**config.mk**
```make
export PLATFORM = sky130hd
export DESIGN_NAME = hw_dispatch_flex
export DESIGN_NICKNAME = d
export VERILOG_FILES = /design/src/rtl/hw_dispatch_pkg.sv /design/src/rtl/hw_dispatch_rd_port.sv /design/src/rtl/hw_dispatch_flex.sv
export SDC_FILE = /design/constraint.sdc
export NUM_CORES = 1
export LEC_CHECK = 0
export CAP_MARGIN = 10
export CELL_PAD_IN_SITES_DETAIL_PLACEMENT = 0
export CELL_PAD_IN_SITES_GLOBAL_PLACEMENT = 1
export CORE_ASPECT_RATIO = 1.25
export CORE_MARGIN = 10
export CORE_UTILIZATION = 30
export DETAILED_ROUTE_END_ITERATION = 12
export GPL_TIMING_DRIVEN = 1
export HOLD_SLACK_MARGIN = 0.05
export PLACE_DENSITY = 0.7
export SYNTH_ARGS = -nofsm -noshare
export SYNTH_HDL_FRONTEND = slang
export SYNTH_SLANG_ARGS = --single-unit
```
**constraint.sdc**
```tcl
create_clock -name clk_i -period 4.29 [get_ports clk_i]
set_input_delay 0.6435 -clock clk_i [delete_from_list [all_inputs] [get_ports clk_i]]
set_output_delay 0.6435 -clock clk_i [all_outputs]
set_load 0.01 [all_outputs]
```
**src/rtl/hw_dispatch_pkg.sv**
```systemverilog
// hw_dispatch_pkg: write-target encodings and the per-core read FSM states.
package hw_dispatch_pkg;
    localparam logic [1:0] DISP_PUSH  = 2'd0;
    localparam logic [1:0] DISP_CONF  = 2'd1;
    localparam logic [1:0] DISP_FLUSH = 2'd2;
    typedef enum logic {RD_IDLE, RD_WAIT} rd_state_e;
endpackage

```
**src/rtl/hw_dispatch_rd_port.sv**
```systemverilog
// hw_dispatch_rd_port: one core's read pointer and request FSM.
module hw_dispatch_rd_port
    import hw_dispatch_pkg::*;
#(
    parameter int PW = 3
) (
    input  logic          clk_i,
    input  logic          rst_ni,
    input  logic          pop_req,
    input  logic          pop_ack,
    input  logic          slot_bit,
    input  logic          flush,
    input  logic [PW-1:0] wptr,
    output logic [PW-1:0] rptr,
    output logic          dispatch_event,
    output logic          clr
);
    rd_state_e state_q, state_d;
    logic [PW-1:0] rptr_d;
    logic active;
    always_ff @(posedge clk_i or negedge rst_ni) begin
        if (!rst_ni) begin
            state_q <= RD_IDLE;
            rptr    <= '0;
        end else begin
            state_q <= state_d;
            rptr    <= rptr_d;
        end
    end
    always_comb begin
        active         = state_q == RD_WAIT || pop_req;
        dispatch_event = active && slot_bit;
        clr            = state_q == RD_WAIT && dispatch_event && pop_ack;
        state_d        = state_q;
        rptr_d         = rptr;
        // a flush rewinds the pointer but leaves an outstanding request in place
        if (flush) begin
            rptr_d = '0;
        end else if (clr) begin
            state_d = RD_IDLE;
            rptr_d  = rptr + PW'(1);
        end else begin
            if (pop_req) state_d = RD_WAIT;
            if (active && !slot_bit && rptr != wptr) rptr_d = rptr + PW'(1);
        end
    end
endmodule

```
**src/rtl/hw_dispatch_flex.sv**
```systemverilog
// hw_dispatch_flex: multi-core dispatch FIFO with per-slot team masks and a single arbitrated write port.
module hw_dispatch_flex
    import hw_dispatch_pkg::*;
#(
    parameter int NB_CORES   = 4,
    parameter int FIFO_DEPTH = 8,
    parameter int DATA_WIDTH = 32
) (
    input  logic                                 clk_i,
    input  logic                                 rst_ni,
    input  logic [NB_CORES-1:0]                  pop_req_i,
    input  logic [NB_CORES-1:0]                  pop_ack_i,
    output logic [NB_CORES-1:0][DATA_WIDTH-1:0]  dispatch_value_o,
    output logic [NB_CORES-1:0]                  dispatch_event_o,
    input  logic [NB_CORES-1:0]                  w_req_i,
    input  logic [NB_CORES-1:0][DATA_WIDTH-1:0]  w_data_i,
    input  logic [NB_CORES-1:0][1:0]             reg_sel_i,
    output logic [NB_CORES-1:0]                  w_gnt_o,
    output logic                                 full_o,
    output logic                                 empty_o
);
    localparam int PW = $clog2(FIFO_DEPTH);
    logic [FIFO_DEPTH-1:0][DATA_WIDTH-1:0] data_q;
    logic [FIFO_DEPTH-1:0][NB_CORES-1:0]   mask_q, mask_d;
    logic [NB_CORES-1:0]                   conf_q;
    logic [PW-1:0]                         wptr_q;
    logic [NB_CORES-1:0][PW-1:0]           rptr;
    logic [NB_CORES-1:0]                   clr, slot_bit, win_oh;
    logic [1:0]                            sel;
    logic [DATA_WIDTH-1:0]                 wdata;
    logic                                  any, accept, do_push, flush;
    // isolate the lowest-index requester; sel/wdata are a one-hot OR-mux
    assign win_oh = w_req_i & (~w_req_i + NB_CORES'(1));
    always_comb begin
        sel   = '0;
        wdata = '0;
        for (int i = 0; i < NB_CORES; i++) begin
            sel   = sel | (win_oh[i] ? reg_sel_i[i] : 2'b00);
            wdata = wdata | (win_oh[i] ? w_data_i[i] : '0);
        end
    end
    assign any     = |w_req_i;
    assign accept  = any && rst_ni && (sel != DISP_PUSH || conf_q == '0 || mask_q[wptr_q] == '0);
    assign do_push = accept && sel == DISP_PUSH && conf_q != '0;
    assign flush   = accept && sel == DISP_FLUSH;
    assign w_gnt_o = accept ? win_oh : '0;
    assign full_o  = |mask_q[wptr_q];
    assign empty_o = mask_q == '0;
    // acks only hit slots with a set bit, so they never collide with the free push slot
    always_comb begin
        mask_d = mask_q;
        for (int c = 0; c < NB_CORES; c++)
            if (clr[c]) mask_d[rptr[c]][c] = 1'b0;
        if (do_push) mask_d[wptr_q] = conf_q;
        if (flush) mask_d = '0;
    end
    always_ff @(posedge clk_i or negedge rst_ni) begin
        if (!rst_ni) begin
            data_q <= '0;
            mask_q <= '0;
            conf_q <= '0;
            wptr_q <= '0;
        end else begin
            mask_q <= mask_d;
            if (do_push) begin
                data_q[wptr_q] <= wdata;
                wptr_q         <= wptr_q + PW'(1);
            end
            if (accept && sel == DISP_CONF) conf_q <= wdata[NB_CORES-1:0];
            if (flush) wptr_q <= '0;
        end
    end
    for (genvar c = 0; c < NB_CORES; c++) begin : g_rd
        assign slot_bit[c]         = mask_q[rptr[c]][c];
        assign dispatch_value_o[c] = data_q[rptr[c]];
        hw_dispatch_rd_port #(.PW(PW)) u_rd (
            .clk_i          (clk_i),
            .rst_ni         (rst_ni),
            .pop_req        (pop_req_i[c]),
            .pop_ack        (pop_ack_i[c]),
            .slot_bit       (slot_bit[c]),
            .flush          (flush),
            .wptr           (wptr_q),
            .rptr           (rptr[c]),
            .dispatch_event (dispatch_event_o[c]),
            .clr            (clr[c])
        );
    end
endmodule

```
==> metrics.txt <==
outcome=finished clean; dpl hpwl=57.0 mm; Antenna Cells=0; Max-slew headroom=0.276; total CTS buffers=37; DRT antenna net count=0; Worst Path Required=3.65 ns; Largest delay share family, worst path=compound AO/OA/AOI/OAI gates; Syn-to-layout area delta=27.8%; Comb pwr share=0.543; IO buf count=287; Leak=9.51 nW; share of cells above drive strength 1=0.0895; Seq cells post-synth=311; height of the chip=300 um; sequential element share of the synthesized area=0.412; worst-skew pair later-pin latency=0.57 ns; WL/cell=29.8 um; Post-synth EDFFs=0; Final Hold Vio Count=0; final setup vio count=0; Clock H-tree levels=2; P_int=9.34 mW; worst-path maximum fanout=16; number of setup buffers added after CTS=0; row cnt=102; Sw Share=0.467; Clock Power Share=0.187; period utilization=0.960; Final Wtd Congestion=0.904; slew at the pin with the worst max-slew slack=1.09 ns; Synth area leaders=dfrtp_1, a22oi_1, o21ai_0; clk buf depth=3; IO Count=288; Max Cap Viol=0; DRC=0; Root Buffer=clkbuf_16; Vias/cell=6.35; unrepaired setup endpoints after global routing=no; largest net degree at the start of global routing=155; Initial Utilization=0.304; DRT iter0 DRCs=2842; CP arrival=3.47 ns; Buf/Inv on CP=1; Total GRT Usage=0.253; crit path cell chain=nor2_1 > a211oi_2 > nand3_1 > a21o_1 > nor4b_1 > clkdlybuf4s50_1; Cells after Synth=2145; clk sinks=311; vias in the first global route=20600; CTS tree=yes; Yosys warnings=0; kind of end point of the critical path=output pin; Fin Clk Skew=0.0205 ns; Setup TNS Final=0 ns; Avg Cell Area, Syn=8.80 um2; Worst-path clk slew=0.06 ns; P_sw=8.19 mW; wire length of the first global-routing pass=140 mm; GRT overflow=0; Fillers=6274; most common cell in the netlist=a22oi_1; number of gates resized after CTS=0; crit-path max cell delay=0.78 ns; crit path launch type=flip-flop; Core Region=0.0622 mm2; Slew Viols, Final=0; Min Hold Slack=0.524 ns; Peak Freq=243 MHz; power share of the sequential group=0.270; top cells by count, synth=a22oi_1, dfrtp_1, nand2_1; detailed-route via count=20400; DR pass1 iterations=7; top cell type's share of synthesized area=0.412; Die ar.=0.0734 mm2; final wirelength=95.9 mm; count of cell types in the netlist=70; Syn Std Cell Area=0.0189 mm2; pwr/cell area=727 mW/mm2; area leader, netlist=dfrtp_1; initial antenna violation count=3; top_reg_cell synth=dfrtp_1; CTS Hold Bufs=1; Async S/R FF share, synth=1.00; syn_nets=2300; Final min period=4.12 ns; VDD IR max=0.000586 V; Setup CP Type=flip-flop to output pin; nets=2507; die width=244 um; hold crit path type=flip-flop to flip-flop; highest-delay cell along the critical path=dfrtp_1
==> cell usage in the layout (no fill, tap or decap), types with 10 or more instances in the layout <==
cell type,instances
a22oi_1,515
dfrtp_1,311
clkdlybuf4s50_1,284
nand2_1,273
o21ai_0,255
nand4_1,128
buf_4,77
nor2_1,63
inv_1,52
mux2i_1,40
a221oi_1,39
clkbuf_16,39
a21oi_1,30
nand3_1,19
nor4_1,15
buf_12,15
mux2_2,10
xnor2_1,10
==> cell families (layout without fill, tap and decap cells) <==
family	Yosys count	in the layout	synth area share
buffers and inverters	263	498	0.0587
xor gates and xnor gates	14	14	0.00650
muxes	59	59	0.0379
DFF	311	311	0.412
and+or+nand+nor	581	581	0.149
adders and majority gates	5	5	0.00332
AOI/OAI and AO/OA	912	912	0.332
==> layer usage <==
layer | track usage | vias up | wire (um)
li1 | - | 8703 | -
met1 | 0.300 | 9927 | 34900
met2 | 0.416 | 1417 | 45100
met3 | 0.0713 | 342 | 10800
met4 | 0.118 | 8 | 4950
met5 | 0.00668 | - | 105
==> worst paths after layout <==
path	endpoint	start	slack (ns)	depth (start not counted)
max in group asynchronous	data_q[123]	rst_ni	2.50	3
worst max-delay path	w_gnt_o[2]	wptr_q[1]	0.17	6
worst max register to register	data_q[49]	wptr_q[1]	1.02	7
min in group asynchronous	wptr_q[1]	rst_ni	0.56	2
worst min-delay path	mask_q[18]	mask_q[18]	0.52	2
worst min register to register	mask_q[18]	mask_q[18]	0.52	2
==> per-stage QoR <==
| stage | setup slack (ns) | cells | utilization | instance area [um2] | power [mW] |
|---|---|---|---|---|---|
| 2_1_floorplan | 1.46 | 2145 | - | 18900 | 8.72 |
| 3_3_place_gp | 0.574 | 3144 | 0.368 | 22900 | 13.9 |
| 3_5_place_dp | 0.566 | 3144 | 0.368 | 22900 | 14.0 |
| 4_1_cts | 0.169 | 3212 | 0.388 | 24100 | 17.4 |
| 5_1_grt | 0.0108 | 3212 | 0.388 | 24100 | 18.2 |
| 6_report | 0.172 | 3212 | 0.388 | 24100 | 17.5 |
==> worst reg2reg max path, delay by kind of cell (launching register included) <==
kind                   cells  cell delay, ns
buffers and inverters      1            0.71
AOI/OAI and AO/OA          2            0.85
and+or+nand+nor            3            0.50
muxes                      1            0.33
DFF                        1            0.78
==> flip-flops by register name, indices dropped and copies added (netlist names) <==
signal             cells
g_rd.u_rd.state_q      4
data_q               256
mask_q                32
wptr_q                 3
conf_q                 4
g_rd.u_rd.rptr        12
==> power groups by stage <==
stage	clock, mW	combinational (mW)	sequential [mW]
floorplan	0	4.44	4.28
global placement	0	9.23	4.70
detailed placement	0	9.30	4.74
CTS	3.33	9.35	4.69
global route	3.43	9.96	4.84
finish	3.28	9.52	4.74
==> cell type report <==
class                      instances  area, um2  area share
multi-input combinational       1571      10100       0.419
sequential                       311       7780       0.323
timing repair buffer             379       3750       0.156
clock buffer                      54       1120      0.0465
tap                              832       1040      0.0432
inverter                          52        195     0.00810
clock inverter                    13        124     0.00514
Power figures use the tool's default switching activity.
